==> config.mk <==
export PLATFORM = sky130hd
export DESIGN_NAME = uart_result_tx
export DESIGN_NICKNAME = d
export VERILOG_FILES = /design/src/rtl/uart_result_tx_pkg.sv /design/src/rtl/baud_tick_counter.sv /design/src/rtl/uart_result_tx.sv
export SDC_FILE = /design/constraint.sdc
export NUM_CORES = 1
export LEC_CHECK = 0
export CORE_MARGIN = 2
export CORE_UTILIZATION = 40
export DETAILED_ROUTE_END_ITERATION = 8
export SETUP_SLACK_MARGIN = 0.15
export SLEW_MARGIN = 20
export SYNTH_ARGS = -nofsm -noshare
export SYNTH_HDL_FRONTEND = slang
export SYNTH_SLANG_ARGS = --single-unit
==> constraint.sdc <==
create_clock -name clk -period 5.31 [get_ports clk]
set_clock_uncertainty 0.05 [all_clocks]
set_input_delay 0.531 -clock clk [delete_from_list [all_inputs] [get_ports clk]]
set_output_delay 0.531 -clock clk [all_outputs]
set_load 0.03 [all_outputs]
==> src/rtl/uart_result_tx_pkg.sv <==
// uart_result_tx_pkg
//   Shared types and constants for the result-byte UART transmitter.
//   tx_state_t : frame sequencer states (IDLE, START, DATA, STOP)
//   DATA_BITS  : payload bits per frame (byte channel, fixed at 8)
//   FRAME_BITS : start + data + stop bit periods per frame
package uart_result_tx_pkg;

    localparam int unsigned DATA_BITS  = 8;
    localparam int unsigned FRAME_BITS = DATA_BITS + 2;

    typedef enum logic [1:0] {
        IDLE  = 2'd0,
        START = 2'd1,
        DATA  = 2'd2,
        STOP  = 2'd3
    } tx_state_t;

endpackage

==> src/rtl/baud_tick_counter.sv <==
// baud_tick_counter
//   Divides the system clock down to one bit period.
//   clk     in  : system clock, rising edge
//   rst     in  : synchronous active-high reset
//   clear   in  : holds the count at 0 (used while the line is idle)
//   bit_end out : one-cycle pulse on the last clock of each bit period
module baud_tick_counter #(
    parameter int unsigned CLOCKS_PER_BAUD = 1250
) (
    input  logic clk,
    input  logic rst,
    input  logic clear,
    output logic bit_end
);

    localparam int unsigned CW = $clog2(CLOCKS_PER_BAUD);
    localparam logic [CW-1:0] LAST = CW'(CLOCKS_PER_BAUD - 1);

    logic [CW-1:0] r_count;

    always_ff @(posedge clk) begin
        if (rst || clear) begin
            r_count <= '0;
        end else if (r_count == LAST) begin
            r_count <= '0;
        end else begin
            r_count <= r_count + 1'b1;
        end
    end

    assign bit_end = (r_count == LAST);

endmodule

==> src/rtl/uart_result_tx.sv <==
// uart_result_tx
//   Serialises one result byte per valid/ready handshake as 8N1 UART,
//   LSB first, on a single registered output pin.
//   clk           in  : system clock, rising edge
//   rst           in  : synchronous active-high reset (aborts any frame)
//   tx_byte       in  : byte to send, sampled only on handshake
//   tx_byte_valid in  : producer has a byte
//   tx_byte_ready out : high only while idle
//   tx            out : serial line, idle high
//   tx_busy       out : high from start bit through stop bit
module uart_result_tx
    import uart_result_tx_pkg::*;
#(
    parameter int unsigned CLOCKS_PER_BAUD = 1250
) (
    input  logic                 clk,
    input  logic                 rst,
    input  logic [DATA_BITS-1:0] tx_byte,
    input  logic                 tx_byte_valid,
    output logic                 tx_byte_ready,
    output logic                 tx,
    output logic                 tx_busy
);

    if (CLOCKS_PER_BAUD < 2) begin : g_bad_clocks_per_baud
        $error("uart_result_tx: CLOCKS_PER_BAUD must be >= 2");
    end

    localparam int unsigned IW = $clog2(DATA_BITS);
    localparam logic [IW-1:0] LAST_BIT = IW'(DATA_BITS - 1);

    tx_state_t            r_state;
    tx_state_t            w_next_state;
    logic [DATA_BITS-1:0] r_shift;
    logic [DATA_BITS-1:0] w_next_shift;
    logic [IW-1:0]        r_idx;
    logic [IW-1:0]        w_next_idx;
    logic                 r_tx;
    logic                 w_next_tx;
    logic                 w_bit_end;
    logic                 w_clear;

    assign w_clear = (r_state == IDLE);

    baud_tick_counter #(
        .CLOCKS_PER_BAUD(CLOCKS_PER_BAUD)
    ) u_baud (
        .clk    (clk),
        .rst    (rst),
        .clear  (w_clear),
        .bit_end(w_bit_end)
    );

    always_ff @(posedge clk) begin
        if (rst) begin
            r_state <= IDLE;
            r_shift <= '0;
            r_idx   <= '0;
            r_tx    <= 1'b1;
        end else begin
            r_state <= w_next_state;
            r_shift <= w_next_shift;
            r_idx   <= w_next_idx;
            r_tx    <= w_next_tx;
        end
    end

    always_comb begin
        w_next_state = r_state;
        w_next_shift = r_shift;
        w_next_idx   = r_idx;
        unique case (r_state)
            IDLE: begin
                if (tx_byte_valid) begin
                    w_next_state = START;
                    w_next_shift = tx_byte;
                end
            end
            START: begin
                if (w_bit_end) begin
                    w_next_state = DATA;
                    w_next_idx   = '0;
                end
            end
            DATA: begin
                if (w_bit_end) begin
                    w_next_shift = r_shift >> 1;
                    w_next_idx   = r_idx + 1'b1;
                    if (r_idx == LAST_BIT) begin
                        w_next_state = STOP;
                    end
                end
            end
            STOP: begin
                if (w_bit_end) begin
                    w_next_state = IDLE;
                end
            end
            default: begin
                w_next_state = IDLE;
            end
        endcase
    end

    // The line level is decoded from the next state and registered, so tx
    // changes on the same edge as the state and never glitches.
    always_comb begin
        w_next_tx = 1'b1;
        case (w_next_state)
            START:   w_next_tx = 1'b0;
            DATA:    w_next_tx = w_next_shift[0];
            default: w_next_tx = 1'b1;
        endcase
    end

    assign tx            = r_tx;
    assign tx_byte_ready = (r_state == IDLE);
    assign tx_busy       = (r_state != IDLE);

endmodule

* Yosys cells after proc, flatten, opt, wreduce, memory -nomap -nowiden *
Cells that the tools add are included.
Widths: inputs -> output; s select.

word-level totals
  bits in registers = 25
  input bits = 11
  bits in writable memories = 0
  memories kept = 0
  logic and storage cells = 39
  output and inout bits = 3
  memory bits (read-only) = 0
  bits in latches = 0

cells by class
  reductions and logical operators = 8
  $mul = 0
  $lt $le $gt $ge = 0
  shifts and indexed selects = 0
  bitwise logic cells = 0
  add/subtract/negate cells = 2
  div/mod/pow operators = 0
  muxes and demuxes = 13
  eq/ne operators = 10

operator list
  operator               number
  $mux 8                 2
  $pmux 8 s2             1
  $add 11x1->11 const B  1
  $eq 11x11->1 const B   1
  $mux 2                 5
  $pmux 2 s4             1
  $eq 2x2->1 const B     3
  $mux 3                 2
  $pmux 3 s2             1
  $reduce_and 3->1       2
  $reduce_bool 2->1      3
  $eq 2x1->1 const B     2
  $ne 2x1->1 const B     2
  $add 3x1->3 const B    1
  $eq 3x3->1 const B     1
  $logic_not 2->1        1
  $ne 2x2->1 const B     1
  $pmux 1 s2             1
  $reduce_or 2->1        1
  $logic_or 1x1->1       1

* Logic depth before layout (Yosys ltp) *
  depth after elaboration = 6
  gate-level depth with buffers = 7
  gate-level depth less buffers = 6

* Cells and area by module *
A second synthesis with hierarchy kept.

second synthesis, totals
  cells, all modules = 154
  area, all modules = 1,328.8 µm²

by module, submodules not included
  module             cells each  sequential area each (µm²)  area an instance (µm²)  times used
  uart_result_tx     97          280.3                       803.3                   1
  baud_tick_counter  57          220.2                       525.5                   1

* Worst setup path before layout *
Ideal clock, no wire load.

  path kind = register to output
  start = register r_state[1]
  end = output tx_busy
  buffers on the path = 0
  required time = 4.729 ns
  cell stages (with the launch flop) = 3
  path slack = 3.529 ns
  data arrival time = 1.200 ns
  cell sequence = dfxtp_1 > nor2_1 > inv_1

on the way
  word-level cells in the longest chain between the ends = 1

ends and longest elaborated chain
  item                    RTL line               text
  start, declared         uart_result_tx.sv:32   tx_state_t r_state;
  start signal, assigned  uart_result_tx.sv:61   r_state <= w_next_state;
  $reduce_bool 2->1       uart_result_tx.sv:118  assign tx_busy = (r_state != IDLE);
  end, declared           uart_result_tx.sv:22   output logic tx_busy

Every way passes these cells.

* Worst setup path after layout *
  start = register r_state[1]
  end = output tx_byte_ready

on the way
  word-level cells in the longest chain between the ends = 1

ends and longest elaborated chain
  item             RTL line               text
  $logic_not 2->1  uart_result_tx.sv:117  assign tx_byte_ready = (r_state == IDLE);
  end, declared    uart_result_tx.sv:20   output logic tx_byte_ready,

Every way passes these cells.

==> results.sh <==
export IMPL_status="complete, no violations"
export IMPL_grt_max_degree=18
export IMPL_num_vias=1016
export IMPL_layout_commonest_cell="dfxtp_1"
export IMPL_p_leak_nw=0.470
export IMPL_syn_nets=152
export IMPL_yosysWarnings=0
export IMPL_cpLargestDelayFamily="buffers and inverters"
export IMPL_vias_per_cell=5.61
export IMPL_peakVddDrop_v=0.0000936
export IMPL_cpMaxStageDelayCell="clkdlybuf4s50_1"
export IMPL_synthSimpleGateAreaFrac=0.318
export IMPL_cp_required_ns=4.73
export IMPL_drtAntennaViolNets=0
export IMPL_async_flop_share=0
export IMPL_min_period_ns=2.57
export IMPL_synth_area_top_cells="dfxtp_1, nand3_1, a22oi_1"
export IMPL_h_tree_depth=1
export IMPL_core_area_sq_mm=0.00300
export IMPL_synth_edf_count=0
export IMPL_fin_util=0.472
export IMPL_tightest_slew_ns=0.623
export IMPL_yosysUniqueCellTypes=38
export IMPL_worstPathCellList="nor2_1 > clkdlybuf4s50_1"
export IMPL_p_total_uw=319
export IMPL_initial_core_util=0.416
export IMPL_hpwl_um=1730
export IMPL_port_buffer_count=13
export IMPL_ys_seq_area_frac=0.401
export IMPL_io_pins=14
export IMPL_nFillCells=318
export IMPL_final_cell_mix="dfxtp_1, nor2_1, nand3_1, clkdlybuf4s50_1, a21oi_1"
export IMPL_wirelength_um=2460
export IMPL_whs_ns=0.430
export IMPL_synthAdderAreaFrac=0.0401
export IMPL_cts_buffers=3
export IMPL_track_usage=0.159
export IMPL_r2r_start="u_baud.r_count[0]$_SDFF_PP0_"
export IMPL_rsz0062_at_grt="no"
export IMPL_grt_pass1_vias=928
export IMPL_slew_limit_headroom=0.583
export IMPL_tns_ns=0
export IMPL_synth_area_sq_mm=0.00125
export IMPL_final_nets=164
export IMPL_postCtsHoldBufs=0
export IMPL_cts_tree="built"
export IMPL_row_count=20
export IMPL_synthMuxAreaShare=0
export IMPL_syn_area_per_cell_sq_um=9.11
export IMPL_antenna_found_initial=0
export IMPL_clockRootBuffer="clkbuf_4"
export IMPL_drc_errors=0
export IMPL_fp_dieArea_sq_mm=0.00358
export IMPL_cts_sinks=25
export IMPL_timing_rr_end="u_baud.r_count[7]$_SDFF_PP0_"
export IMPL_max_stage_delay_ns=0.76
export IMPL_path_clk_slew_ns=0.14
export IMPL_synth_top_family_by_area="simple AND/OR/NAND/NOR gates"
export IMPL_post_cts_resized=0
export IMPL_cap_viol_max_count=0
export IMPL_reg2reg_depth=5
export IMPL_crit_fanout=13
export IMPL_fin_crit_sh=0.484
export IMPL_slew_violations=0
export IMPL_synth_xor_area_frac=0.0701
export IMPL_synth_compound_area_frac=0.138
export IMPL_wl_per_cell_um=13.6
export IMPL_cp_arrival_ns=1.99
export IMPL_firstDrtPassIters=4
export IMPL_synthCells=137
export IMPL_die_w_um=59.9
export IMPL_instances_no_fill=181
export IMPL_whs_path_depth=2
export IMPL_crit_type="flip-flop to output pin"
export IMPL_r2r_setup_slack_ns=3.31
export IMPL_power_density_mw_per_mm2=225
export IMPL_die_h_um=59.9
export IMPL_synth_main_ff_cell="dfxtp_1"
export IMPL_setup_viol=0
export IMPL_gr_total_overflow=0
export IMPL_drive_gt1_frac=0.0811
export IMPL_area_growth_pct=13.4
export IMPL_drt_iter0_drc=45
export IMPL_fmax_ghz=0.389
export IMPL_cts_setup_buffers=0
export IMPL_cts_max_path_buffers=2
export IMPL_dpl_cell_count=177
export IMPL_holdCritPathClass="flip-flop to flip-flop"
export IMPL_gp_routability_congestion=0.764
export IMPL_min_from="r_shift[0]$_SDFF_PP0_"
export IMPL_ys_seq_elements=25
export IMPL_start_kind="flip-flop"
export IMPL_synth_top_area_cell="dfxtp_1"
export IMPL_hold_end="r_shift[0]$_SDFF_PP0_"
export IMPL_cp_num_buf_inv=1
export IMPL_critPathCaptureType="output pin"
export IMPL_clk_latency_ns=0.32
export IMPL_grt_pass1_wl_um=4340
export IMPL_antenna_cells=0
export IMPL_hold_viol_final=0
export IMPL_yosysTopAreaCellShare=0.401
-- worst max path at each step --
| stage | startpoint | endpoint | depth (start not counted) |
|---|---|---|---|
| 2_1_floorplan | r_state[1]$_SDFF_PP0_ | tx_busy | 2 |
| 3_3_place_gp | r_state[1]$_SDFF_PP0_ | tx_byte_ready | 2 |
| 3_5_place_dp | rst | u_baud.r_count[7]$_SDFF_PP0_ | 3 |
| 4_1_cts | r_state[1]$_SDFF_PP0_ | tx_byte_ready | 2 |
| 5_1_grt | r_state[1]$_SDFF_PP0_ | tx_byte_ready | 2 |
| 6_report | r_state[1]$_SDFF_PP0_ | tx_byte_ready | 2 |
-- through the flow --
step	setup slack (ns)	instance area, sq um
after floorplan	3.53	1250
after global placement	3.12	1390
after detailed placement	3.09	1390
after CTS	2.76	1420
after global routing	2.64	1420
final	2.74	1420
-- state kept, by name (all words and copies together), names as in the netlist --
| name | flops |
|---|---|
| r_state | 2 |
| r_shift | 8 |
| tx | 1 |
| r_idx | 3 |
| u_baud.r_count | 11 |
-- final cells by class --
class                           instances  area (sq um)  share of cell area
Timing Repair Buffer                   13           130              0.0919
Tap cell                               33          41.3              0.0292
Multi-Input combinational cell        104           707               0.499
Clock buffer                            3          22.5              0.0159
Sequential cell                        25           500               0.353
Clock inverter                          1          7.51             0.00530
Inverter                                2          7.51             0.00530
-- power by group --
group | leakage (nW) | switching, mW | internal (mW)
clock network | 0.0139 | 0.0589 | 0.0287
logic | 0.253 | 0.0173 | 0.0173
registers | 0.203 | 0.00426 | 0.193
-- cell families after synthesis --
logic type | count (synthesis)
AOI/OAI and AO/OA | 27
adders and majority gates | 4
buffers and inverters | 8
DFF | 25
and+or+nand+nor | 63
xor gates and xnor gates | 10
-- tightest hold or removal path, stage by stage, from the launching register on --
cell and delay (ns):
dfxtp_1 0.34, nand3_1 0.06, a21oi_1 0.05
-- Yosys cell counts, types with 2 or more instances --
| master | instances |
|---|---|
| nor2b_1 | 3 |
| o21ai_0 | 3 |
| a21oi_1 | 9 |
| xor2_1 | 6 |
| nand2b_1 | 2 |
| or3_1 | 2 |
| a311oi_1 | 2 |
| nand4_1 | 6 |
| a31oi_1 | 2 |
| clkbuf_1 | 2 |
| nand3_1 | 14 |
| nor3_1 | 3 |
| ha_1 | 4 |
| nor2_1 | 15 |
| nand2_1 | 5 |
| dfxtp_1 | 25 |
| a22oi_1 | 8 |
| inv_1 | 2 |
| buf_1 | 2 |
| xnor2_1 | 4 |
-- per-layer routing --
| layer | wire, um | track usage |
|---|---|---|
| met5 | 0 | 0 |
| met4 | 39 | 0.0667 |
| met3 | 69 | 0.0260 |
| met2 | 1150 | 0.256 |
| met1 | 1200 | 0.209 |
(Power assumes the default switching activity.)
